==> src/rtl/program_counter_pkg.sv <==
// Shared types and defaults for the program counter and its return-address stack.
package program_counter_pkg;

    localparam int ADDR_W_DEF      = 8;
    localparam int STACK_DEPTH_DEF = 4;

    typedef enum logic [2:0] {
        PC_HOLD = 3'd0,
        PC_INC  = 3'd1,
        PC_JUMP = 3'd2,
        PC_CALL = 3'd3,
        PC_RET  = 3'd4
    } pc_action_e;

    typedef enum logic {
        ST_RUN   = 1'b0,
        ST_FAULT = 1'b1
    } fault_state_e;

endpackage

==> src/rtl/program_counter_return_stack.sv <==
// LIFO return-address stack; only the pointer is reset, storage is don't-care after reset.
module return_stack
    import program_counter_pkg::*;
#(
    parameter int DATA_W = ADDR_W_DEF,
    parameter int DEPTH  = STACK_DEPTH_DEF,
    parameter int PTR_W  = $clog2(DEPTH) + 1
) (
    input  logic              clk,
    input  logic              rst_n,
    input  logic              push,
    input  logic              pop,
    input  logic [DATA_W-1:0] push_data,
    output logic [DATA_W-1:0] top,
    output logic              full,
    output logic              empty,
    output logic [PTR_W-1:0]  ptr
);

    localparam int IDX_W = PTR_W - 1;

    logic [DATA_W-1:0] mem_r [DEPTH];
    logic [PTR_W-1:0]  ptr_r;
    logic [IDX_W-1:0]  top_idx_s;

    assign full      = (ptr_r == PTR_W'(DEPTH));
    assign empty     = (ptr_r == {PTR_W{1'b0}});
    assign ptr       = ptr_r;
    // Index wraps naturally: a full stack (ptr == DEPTH) has low bits 0, minus one is DEPTH-1.
    assign top_idx_s = ptr_r[IDX_W-1:0] - {{(IDX_W-1){1'b0}}, 1'b1};
    assign top       = mem_r[top_idx_s];

    // Pointer register: push ignored when full, pop ignored when empty.
    always_ff @(posedge clk or negedge rst_n) begin
        if (!rst_n) begin
            ptr_r <= {PTR_W{1'b0}};
        end else if (push && !full) begin
            ptr_r <= ptr_r + {{(PTR_W-1){1'b0}}, 1'b1};
        end else if (pop && !empty) begin
            ptr_r <= ptr_r - {{(PTR_W-1){1'b0}}, 1'b1};
        end else begin
            ptr_r <= ptr_r;
        end
    end

    // Entry storage, written only on an accepted push.
    always_ff @(posedge clk) begin
        if (push && !full) begin
            mem_r[ptr_r[IDX_W-1:0]] <= push_data;
        end
    end

endmodule

==> src/rtl/program_counter.sv <==
// CPU program counter with call/return stack and sticky fault FSM.
// Optional build macro PROGRAM_COUNTER_HALT_ON_FAULT_EN freezes pc and stack once faulted.
module program_counter
    import program_counter_pkg::*;
#(
    parameter int ADDR_W      = ADDR_W_DEF,
    parameter int STACK_DEPTH = STACK_DEPTH_DEF
) (
    input  logic              i_clk,
    input  logic              i_rst_n,
    input  logic              i_en,
    input  logic              i_jump,
    input  logic              i_call,
    input  logic              i_ret,
    input  logic [ADDR_W-1:0] i_jump_addr,
    output logic [ADDR_W-1:0] o_pc,
    output logic              o_stack_full,
    output logic              o_stack_empty,
    output logic              o_fault
);

    localparam int PTR_W = $clog2(STACK_DEPTH) + 1;

    logic [ADDR_W-1:0] pc_r;
    logic [ADDR_W-1:0] next_pc_s;
    logic [ADDR_W-1:0] pc_inc_s;
    logic [ADDR_W-1:0] top_s;
    logic [PTR_W-1:0]  ptr_s;
    logic              full_s;
    logic              empty_s;
    logic              push_s;
    logic              pop_s;
    logic              active_s;
    logic              halt_s;
    logic              fault_evt_s;
    logic              ptr_bad_s;
    pc_action_e        action_s;
    fault_state_e      state_r;
    fault_state_e      next_state_s;

    assign pc_inc_s  = pc_r + ADDR_W'(1);
    // Pointer beyond depth can only arise from corruption; treat it as a fault.
    assign ptr_bad_s = (ptr_s > PTR_W'(STACK_DEPTH));

`ifdef PROGRAM_COUNTER_HALT_ON_FAULT_EN
    assign halt_s = (state_r == ST_FAULT);
`else
    assign halt_s = 1'b0;
`endif

    assign active_s = i_en && !halt_s;

    return_stack #(
        .DATA_W (ADDR_W),
        .DEPTH  (STACK_DEPTH),
        .PTR_W  (PTR_W)
    ) u_stack (
        .clk       (i_clk),
        .rst_n     (i_rst_n),
        .push      (push_s),
        .pop       (pop_s),
        .push_data (pc_inc_s),
        .top       (top_s),
        .full      (full_s),
        .empty     (empty_s),
        .ptr       (ptr_s)
    );

    // Priority decode of the control inputs into one pc action plus stack/fault strobes.
    always_comb begin
        action_s    = PC_HOLD;
        push_s      = 1'b0;
        pop_s       = 1'b0;
        fault_evt_s = 1'b0;
        if (!active_s) begin
            action_s = PC_HOLD;
        end else if (i_call && i_ret) begin
            action_s    = PC_INC;
            fault_evt_s = 1'b1;
        end else if (i_ret) begin
            if (!empty_s) begin
                action_s = PC_RET;
                pop_s    = 1'b1;
            end else begin
                action_s    = PC_INC;
                fault_evt_s = 1'b1;
            end
        end else if (i_call) begin
            action_s    = PC_CALL;
            push_s      = !full_s;
            fault_evt_s = full_s;
        end else if (i_jump) begin
            action_s = PC_JUMP;
        end else begin
            action_s = PC_INC;
        end
        if (active_s && ptr_bad_s) begin
            fault_evt_s = 1'b1;
        end else begin
            fault_evt_s = fault_evt_s;
        end
    end

    // Next pc selection from the decoded action.
    always_comb begin
        next_pc_s = pc_r;
        case (action_s)
            PC_HOLD: next_pc_s = pc_r;
            PC_INC:  next_pc_s = pc_inc_s;
            PC_JUMP: next_pc_s = i_jump_addr;
            PC_CALL: next_pc_s = i_jump_addr;
            PC_RET:  next_pc_s = top_s;
            default: next_pc_s = pc_r;
        endcase
    end

    // Program counter register.
    always_ff @(posedge i_clk or negedge i_rst_n) begin
        if (!i_rst_n) begin
            pc_r <= {ADDR_W{1'b0}};
        end else begin
            pc_r <= next_pc_s;
        end
    end

    // Fault FSM next state: FAULT is absorbing until reset.
    always_comb begin
        next_state_s = state_r;
        case (state_r)
            ST_RUN:   next_state_s = fault_evt_s ? ST_FAULT : ST_RUN;
            ST_FAULT: next_state_s = ST_FAULT;
            default:  next_state_s = ST_FAULT;
        endcase
    end

    // Fault FSM state register.
    always_ff @(posedge i_clk or negedge i_rst_n) begin
        if (!i_rst_n) begin
            state_r <= ST_RUN;
        end else begin
            state_r <= next_state_s;
        end
    end

    assign o_pc          = pc_r;
    assign o_stack_full  = full_s;
    assign o_stack_empty = empty_s;
    assign o_fault       = (state_r == ST_FAULT);

endmodule

==> config.mk <==
export PLATFORM = sky130hd
export DESIGN_NAME = program_counter
export DESIGN_NICKNAME = d
export VERILOG_FILES = /design/src/rtl/program_counter_pkg.sv /design/src/rtl/program_counter_return_stack.sv /design/src/rtl/program_counter.sv
export SDC_FILE = /design/constraint.sdc
export NUM_CORES = 1
export LEC_CHECK = 0
export CAP_MARGIN = 20
export CELL_PAD_IN_SITES_DETAIL_PLACEMENT = 1
export CELL_PAD_IN_SITES_GLOBAL_PLACEMENT = 1
export CORE_MARGIN = 10
export CORE_UTILIZATION = 45
export CTS_BUF_LIST = sky130_fd_sc_hd__clkbuf_8
export DETAILED_ROUTE_END_ITERATION = 6
export HOLD_SLACK_MARGIN = 0.03
export PLACE_DENSITY = 0.9
export SLEW_MARGIN = 25
export SYNTH_ARGS = -nofsm -noshare
export SYNTH_HDL_FRONTEND = slang
export SYNTH_SLANG_ARGS = --single-unit
export TNS_END_PERCENT = 50
==> constraint.sdc <==
create_clock -name i_clk -period 2.8 [get_ports i_clk]
set_input_delay 0.7 -clock i_clk [delete_from_list [all_inputs] [get_ports i_clk]]
set_output_delay 0.7 -clock i_clk [all_outputs]
set_load 0.02 [all_outputs]
==> impl_metrics.ini, run 1 <==
[run_status]
status = completed

[route]
wl_per_cell_um = 23.7
vias = 1384
remaining_drc_errors = 0
ant_nets = 0
first_pass_iters = 4
via_per_inst = 6.04
dr.first_iter.drc_count = 141
wl_mm = 5.43

[pwr]
vdd_ir_drop_max_uv = 363
p_per_area_nw_per_um2 = 886
p_leak_nw = 0.899

[place]
place.gp.congestion = 0.797
portBuffers = 24
placed_cell_area_um2 = 2370
placedCellCount = 221
hpwl_mm = 3.95

[floorplanning]
num_rows = 24
die_h_um = 87.7
die_width_um = 87.7
dieArea_um2 = 7690
core_area_um2 = 4380
ios = 25
start_util_pct = 47.0

[final_layout]
final_cell_mix = edfxtp_1, clkdlybuf4s50_1, inv_1, nor2_1, dfrtp_1
nNetsFinal = 196
fin_area_um2 = 2450
final.fill_count = 445
stdcell_count = 229
final_layout_size_suffix_gt1_share_pct = 10.2
multiInputGateArea_um2 = 723
final_common_cell = edfxtp_1
synthToLayoutAreaGrowth_pct = 19.1
final_util_pct = 56.0
seqCellArea_um2 = 1260
n_antenna_cell = 0

[synthesis]
synthMuxAreaShare_pct = 10.5
synth_area_leaders = edfxtp_1, dfrtp_1, mux4_1
yosysSeqAreaShare_pct = 61.2
synth_top_cell_area_share_pct = 46.6
synth_flop_cell = edfxtp_1
synth_nets = 165
synthAdderAreaFrac_pct = 3.64
syn_area_um2 = 2060
synthSimpleGateAreaFrac_pct = 7.83
synth_xor_area_share_pct = 3.83
synthArstFlopShare_pct = 27.3
synth-edff-count = 32
syn-mean-instance-area_um2 = 14.2
synth_top_family_by_area = multiplexers
synth-compound-area-share_pct = 9.29
yosysWarnings = 0
synth_cells = 145
yosys.area.top_type = edfxtp_1
synth.distinct_cells = 38
ys_ff_latch = 44

[timing]
slew_headroom_pct = 56.4
timing.final.crit_period_ns = 2.63
rsz0062_at_grt = false
hold_violations = 0
worst_slew_pin_slew_ns = 0.653
whs_ns = 0.472
final_max_slew_viol_count = 0
fin_skew_ns = 0.0161
setup_violations = 0
finalCritPeriodShare_pct = 93.9
max_clock_freq_ghz = 0.380
final.setup.tns_ns = 0

[cts]
post_cts_resize_count = 0
cts_root_buf = clkbuf_8
clk_pin_slew_ns = 0.09
cts_max_path_buffers = 2
cts_num_sinks = 44
postCtsSetupRepairBufs = 0
hold_buffers = 0
tritoncts = built
cts_inserted_buffers = 5
htree_levels = 2
clock_latency_ns = 0.30

[setup_path]
crit_path_start_kind = flop
cpMostUsedCell = inv_1
crit_fanout = 6
critPathRequiredTime_ns = 2.10
path_class = flop to output pin
end_kind = output pin
path_cells = inv_1 > ha_1 > nand2b_1 > inv_1 > clkdlybuf4s50_1
slowest_delay_ns = 0.60
cp_slowest_cell = clkdlybuf4s50_1
worstPathArrival_ns = 1.93

[global_routing]
grt_max_degree = 14
grt_pass1_wl_mm = 8.54
antenna_found_initial = 0
grt_pass1_vias = 1557
grtUsageTotal_pct = 14.7
gr-total-overflow = 0

[min_path]
min_path_type = flop to flop

[flow_run]
cap_violations = 0
## report_power, final
group          switching, mW  internal [mW]  leakage, nW  total (mW)
Sequential            0.0974          0.848        0.423       0.945
Combinational          0.465          0.388        0.426       0.853
Clock                  0.207          0.168       0.0505       0.376
Total                  0.770           1.40        0.899        2.17
## layout make-up
type / instances / area share, %
Clock buffer: 5 / 2.80
Clock inverter: 3 / 0.510
Inverter: 12 / 1.84
Multi-Input combinational cell: 84 / 29.5
Sequential cell: 44 / 51.4
Tap cell: 52 / 2.65
Timing Repair Buffer: 29 / 11.3
## cell families after synthesis
kind of cell,count (synthesis)
compound gates,26
mux,10
buf+inv,17
simple gates,33
flops,44
fa+ha+maj,6
xor+xnor,9
## metal layers
layer | routed length, um | share of wire [%] | GRT usage [%]
met1 | 2230 | 41 | 16.9
met2 | 2880 | 53 | 25.7
met3 | 289 | 5.3 | 4.46
met4 | 29 | 0.53 | 4.20
met5 | 0 | 0 | 0
## final timing paths
path,startpoint,to,slack [ns],depth (start not counted)
min in group asynchronous,i_rst_n,o_fault,0.80,1
hold / removal,o_fault,o_fault,0.47,1
max in group asynchronous,i_rst_n,o_pc[1],1.57,1
setup reg to reg,u_stack.ptr[1],u_stack.ptr[2],0.53,9
setup / recovery,u_stack.ptr[1],o_stack_empty,0.17,5
hold reg to reg,o_fault,o_fault,0.47,1
## cell usage after synthesis (all sizes together), types with 2 or more instances
| library cell | instances |
|---|---|
| nand3 | 3 |
| o22ai | 2 |
| ha | 6 |
| o211ai | 2 |
| edfxtp | 32 |
| xor2 | 2 |
| dfrtp | 12 |
| o21ai | 5 |
| buf | 4 |
| nor3 | 3 |
| mux4 | 8 |
| a221oi | 3 |
| and2 | 4 |
| o21bai | 2 |
| nor2 | 14 |
| a222oi | 3 |
| a21oi | 4 |
| a32oi | 2 |
| nand2 | 5 |
| inv | 12 |
| xnor2 | 7 |
## state kept, by name, summed over array words and instances, names as in the netlist
register and count:
u_stack.ptr 3, u_stack.mem_r 32, o_fault 1, o_pc 8
## stage by stage
| step | total power [mW] | setup slack [ns] |
|---|---|---|
| floorplan | 1.49 | 0.664 |
| global placement | 1.73 | 0.282 |
| detailed placement | 1.81 | 0.137 |
| CTS | 2.19 | 0.142 |
| global route | 2.30 | 0.0849 |
| finish | 2.17 | 0.171 |
## worst max-delay path: cells and delay by family (launching register included)
kind / cells / cell delay, ns
flip-flops: 1 / 0.47
AND/OR/NAND/NOR: 1 / 0.14
adder cells (fa/ha/maj): 1 / 0.21
buffers and inverters: 3 / 0.82
Power figures use the tool's default switching activity.
==> run 2, diff against run 1 <==
--- a/config.mk
+++ b/config.mk
@@ -5,15 +5,16 @@
 export SDC_FILE = /design/constraint.sdc
 export NUM_CORES = 1
 export LEC_CHECK = 0
+export ABC_AREA = 1
 export CAP_MARGIN = 20
 export CELL_PAD_IN_SITES_DETAIL_PLACEMENT = 1
 export CELL_PAD_IN_SITES_GLOBAL_PLACEMENT = 1
 export CORE_MARGIN = 10
-export CORE_UTILIZATION = 45
+export CORE_UTILIZATION = 44
 export CTS_BUF_LIST = sky130_fd_sc_hd__clkbuf_8
 export DETAILED_ROUTE_END_ITERATION = 6
 export HOLD_SLACK_MARGIN = 0.03
-export PLACE_DENSITY = 0.9
+export PLACE_DENSITY = 0.94
 export SLEW_MARGIN = 25
 export SYNTH_ARGS = -nofsm -noshare
 export SYNTH_HDL_FRONTEND = slang
==> impl_metrics.ini, run 2 <==
[setup_path]
critPathRequiredTime_ns = 2.10
crit_fanout = 18
end_kind = output pin
path_cells = inv_4 > ha_1 > nand2_1 > inv_1 > clkdlybuf4s50_1
crit_path_start_kind = flop
worstPathArrival_ns = 1.96
reg2reg_depth = 10
cp_slowest_cell = clkdlybuf4s50_1
slowest_delay_ns = 0.60
path_class = flop to output pin

[final_layout]
final_layout_size_suffix_gt1_share_pct = 9.71
final.fill_count = 638
nNetsFinal = 328
final_common_cell = nand2_1
final_cell_mix = nand2_1, inv_1, edfxtp_1, nand3_1, clkdlybuf4s50_1
final_util_pct = 54.3
n_antenna_cell = 0
largest_reg_flops = 32
synthToLayoutAreaGrowth_pct = 19.1

[synthesis]
synth_common_cells = nand2_1, inv_1, edfxtp_1
synth_flop_cell = edfxtp_1
yosys.area.top_type = edfxtp_1
synth-edff-count = 32
synth_nets = 296
synth_area_leaders = edfxtp_1, nand2_1, dfrtp_1
synth.distinct_cells = 26
synth_cells = 276
synth_most_common_cell = nand2_1
syn_area_um2 = 2340
yosysSeqAreaShare_pct = 53.8
syn-mean-instance-area_um2 = 8.49
synth_top_cell_area_share_pct = 41.0
yosysWarnings = 0
ys_ff_latch = 44
synthArstFlopShare_pct = 27.3

[place]
portBuffers = 24
place.gp.congestion = 0.840
hpwl_mm = 5.18

[cts]
cts_max_path_buffers = 2
clock_latency_ns = 0.31
post_cts_resize_count = 0
cts_root_buf = clkbuf_8
htree_levels = 2
postCtsSetupRepairBufs = 0
cts_num_sinks = 44
tritoncts = built
hold_buffers = 0
clk_pin_slew_ns = 0.09
cts_inserted_buffers = 5

[min_path]
whs_path_depth = 1
min_path_type = flop to flop

[timing]
slew_headroom_pct = 60.1
hold_violations = 0
final.setup.tns_ns = 0
whs_ns = 0.482
timing.final.crit_period_ns = 2.66
max_clock_freq_ghz = 0.375
fin_skew_ns = 0.00918
worst_slew_pin_slew_ns = 0.596
finalCritPeriodShare_pct = 95.2
setup_violations = 0
final_max_slew_viol_count = 0
rsz0062_at_grt = false

[global_routing]
gr-total-overflow = 0
grt_pass1_wl_mm = 11.8
grt_max_degree = 21
antenna_found_initial = 0
grt_pass1_vias = 2256
grtUsageTotal_pct = 17.6

[run_status]
status = completed

[route]
first_pass_iters = 4
dr.first_iter.drc_count = 163
vias = 1976
ant_nets = 0
remaining_drc_errors = 0
via_per_inst = 5.21
wl_mm = 7.08
wl_per_cell_um = 18.7

[floorplanning]
core_area_um2 = 5140
dieArea_um2 = 8640
die_h_um = 93.0
num_rows = 26
die_width_um = 93.0
ios = 25
start_util_pct = 45.6

[pwr]
vdd_ir_drop_max_uv = 633
p_leak_nw = 1.35
p_per_area_nw_per_um2 = 981

[flow_run]
cap_violations = 0
run 2: cell count changes after synthesis, sizes merged, moves of 5 or more:
| cell | delta |
|---|---|
| a21oi | +5 |
| mux4 | -8 |
| nand3 | +25 |
| nand2 | +80 |
| nor2 | +9 |
| xnor2 | -7 |
| inv | +49 |
run 2: power by group:
group          switching [mW]  leakage [nW]  internal [mW]
registers              0.0901         0.420          0.870
logic                   0.861         0.871          0.411
clock network           0.237        0.0558          0.265
run 2: worst max-delay path, delay by kind of cell (launching register included):
family,cells,cell delay [ns]
DFF,1,0.41
buffers and inverters,3,0.84
adders and majority gates,1,0.27
and+or+nand+nor,1,0.14
run 2: logic make-up (layout without fill, tap and decap cells):
logic type,Yosys count,count (layout),share of synthesized area (%)
xor+xnor,3,3,1.12
buf+inv,68,101,12.3
fa+ha+maj,6,6,3.21
compound gates,16,16,3.69
simple gates,139,139,25.9
flops,44,44,53.8
run 2: final timing paths:
path | startpoint | endpoint | slack, ns
min in group asynchronous | i_rst_n | o_pc[3] | 0.76
worst max register to register | u_stack.ptr[1] | u_stack.ptr[2] | 0.76
worst min register to register | o_fault | o_fault | 0.48
worst min-delay path | o_fault | o_fault | 0.48
worst max-delay path | u_stack.ptr[0] | o_stack_full | 0.14
max in group asynchronous | i_rst_n | u_stack.ptr[0] | 1.64
run 2: cell type report:
class / count / area (um^2) / area share, %
Clock buffer: 5 / 68.8 / 2.47
Clock inverter: 3 / 42.5 / 1.53
Inverter: 62 / 240 / 8.61
Multi-Input combinational cell: 164 / 793 / 28.4
Sequential cell: 44 / 1260 / 45.2
Tap cell: 70 / 87.6 / 3.14
Timing Repair Buffer: 31 / 295 / 10.6
run 2: per-stage QoR:
stage	area, um^2	setup WS (ns)	std cells	power [mW]
final	2790	0.136	379	2.73
after global routing	2790	0.0269	379	2.92
after CTS	2790	0.104	379	2.73
after detailed placement	2680	0.255	371	2.21
after global placement	2680	0.402	371	2.09
after floorplan	2340	0.823	276	1.74
run 2: per-layer routing:
metal / part of all wire, % / track usage, % / vias up / wire [um]
met5: 0 / 0 / - / 0
met4: 4.0 / 8.87 / 0 / 280
met3: 5.6 / 4.04 / 30 / 399
met2: 52 / 31.8 / 82 / 3670
met1: 39 / 18.8 / 952 / 2730
li1: - / - / 912 / -
==> run 3, diff against run 2 <==
--- a/config.mk
+++ b/config.mk
@@ -9,7 +9,7 @@
 export CAP_MARGIN = 20
 export CELL_PAD_IN_SITES_DETAIL_PLACEMENT = 1
 export CELL_PAD_IN_SITES_GLOBAL_PLACEMENT = 1
-export CORE_MARGIN = 10
+export CORE_MARGIN = 5
 export CORE_UTILIZATION = 44
 export CTS_BUF_LIST = sky130_fd_sc_hd__clkbuf_8
 export DETAILED_ROUTE_END_ITERATION = 6
==> impl_metrics.ini, run 3 (same netlist as run 2, synthesis figures left out) <==
[run_status]
status = completed

[setup_path]
path_class = flop to output pin
crit_path_start_kind = flop
slowest_delay_ns = 0.60
crit_fanout = 18
path_cells = inv_4 > ha_1 > nand2_1 > inv_1 > clkdlybuf4s50_1
critical_path.top_delay_family = buffers and inverters
cp_slowest_cell = clkdlybuf4s50_1
worstPathArrival_ns = 1.98
end_kind = output pin
critPathRequiredTime_ns = 2.10
path_buf_inv = 3

[floorplanning]
ios = 25
die_width_um = 83.0
dieArea_um2 = 6880
start_util_pct = 45.6
core_area_um2 = 5140
die_h_um = 83.0
num_rows = 26

[global_routing]
grt_pass1_wl_mm = 10.7
antenna_found_initial = 0
grt_max_degree = 21
gr-total-overflow = 0
grtUsageTotal_pct = 19.7
grt_pass1_vias = 2129

[pwr]
pwr-share-seq_pct = 35.2
p_leak_nw = 1.34
sw_frac_of_total_pct = 42.0
power_frac_clock_pct = 18.8
p_int_mw = 1.58
p_per_area_nw_per_um2 = 972
vdd_ir_drop_max_uv = 523
pwr-share-comb_pct = 45.9
power.switching_mw = 1.14

[route]
wl_per_cell_um = 16.8
wl_met1_mm = 2.55
dr_wl_met3_um = 306
wl_met2_mm = 3.37
via_per_inst = 5.08
dr.first_iter.drc_count = 122
vias = 1924
first_pass_iters = 4
top_signal_layer_used = met4
ant_nets = 0
remaining_drc_errors = 0
wl_mm = 6.37

[timing]
final_max_slew_viol_count = 0
hold_violations = 0
final.setup.tns_ns = 0
max_clock_freq_ghz = 0.374
finalCritPeriodShare_pct = 95.6
fin_skew_ns = 0.0102
slew_headroom_pct = 61.0
rsz0062_at_grt = false
timing.final.crit_period_ns = 2.68
setup_violations = 0
worst_slew_pin_slew_ns = 0.583

[min_path]
min_path_type = flop to flop

[cts]
cts_num_sinks = 44
postCtsSetupRepairBufs = 0
cts_root_buf = clkbuf_8
cts_max_path_buffers = 2
clk_pin_slew_ns = 0.08
hold_buffers = 0
cts_inserted_buffers = 5
clock_latency_ns = 0.30
htree_levels = 2
post_cts_resize_count = 0
tritoncts = built

[flow_run]
cap_violations = 0

[final_layout]
final_layout_size_suffix_gt1_share_pct = 10.0
fin_area_um2 = 2800
final_cell_mix = nand2_1, inv_1, edfxtp_1, nand3_1, clkdlybuf4s50_1
n_antenna_cell = 0
final.fill_count = 650
final_common_cell = nand2_1
synthToLayoutAreaGrowth_pct = 19.4
nNetsFinal = 328
largest_reg_flops = 32

[place]
placed_cell_area_um2 = 2680
portBuffers = 24
place.gp.congestion = 0.817
hpwl_mm = 4.73
run 3: layer usage:
layer  vias up  track usage (%)
met5         -                0
met1       936             21.7
met3        16             3.86
li1        907                -
met2        65             36.7
met4         0             7.88
run 3: power groups by stage:
stage	sequential [mW]	clock (mW)	combinational (mW)
global route	0.969	0.546	1.40
global placement	0.957	0	1.13
floorplan	0.996	0	0.743
detailed placement	0.967	0	1.23
finish	0.958	0.512	1.25
CTS	0.955	0.517	1.26
run 3: worst paths after layout:
path	startpoint	to	slack (ns)	cells past startpoint
worst max-delay path	u_stack.ptr[0]	o_stack_full	0.12	5
worst min-delay path	o_fault	o_fault	0.48	1
worst max register to register	u_stack.ptr[1]	u_stack.ptr[2]	0.77	10
worst min register to register	o_fault	o_fault	0.48	1
max in group asynchronous	i_rst_n	u_stack.ptr[0]	1.64	1
min in group asynchronous	i_rst_n	o_pc[6]	0.76	1
run 3: per-stage QoR:
stage          hold slack, ns  util (%)  cells  power [mW]  setup slack [ns]
6_report                0.479      54.4    379        2.72             0.124
4_1_cts                 0.485      54.4    379        2.73             0.104
3_5_place_dp            0.462      52.0    371        2.20             0.268
3_3_place_gp            0.457      52.0    371        2.09             0.403
5_1_grt                 0.524      54.4    379        2.91           0.00526
2_1_floorplan           0.404         -    276        1.74             0.823
run 3: worst reg2reg max path, delay by kind of cell, from the launching register on:
kind | cells | cell delay [ns]
and+or+nand+nor | 5 | 0.59
adders and majority gates | 2 | 0.46
DFF | 1 | 0.45
xor gates and xnor gates | 1 | 0.18
buffers and inverters | 1 | 0.13
AOI/OAI and AO/OA | 1 | 0.11
run 3: cell type report:
class / count / area (um^2) / share of cell area (%)
Clock inverter: 2 / 38.8 / 1.39
Clock buffer: 6 / 82.6 / 2.95
Sequential cell: 44 / 1260 / 45.1
Multi-Input combinational cell: 164 / 793 / 28.4
Tap cell: 70 / 87.6 / 3.13
Inverter: 62 / 240 / 8.59
Timing Repair Buffer: 31 / 293 / 10.5
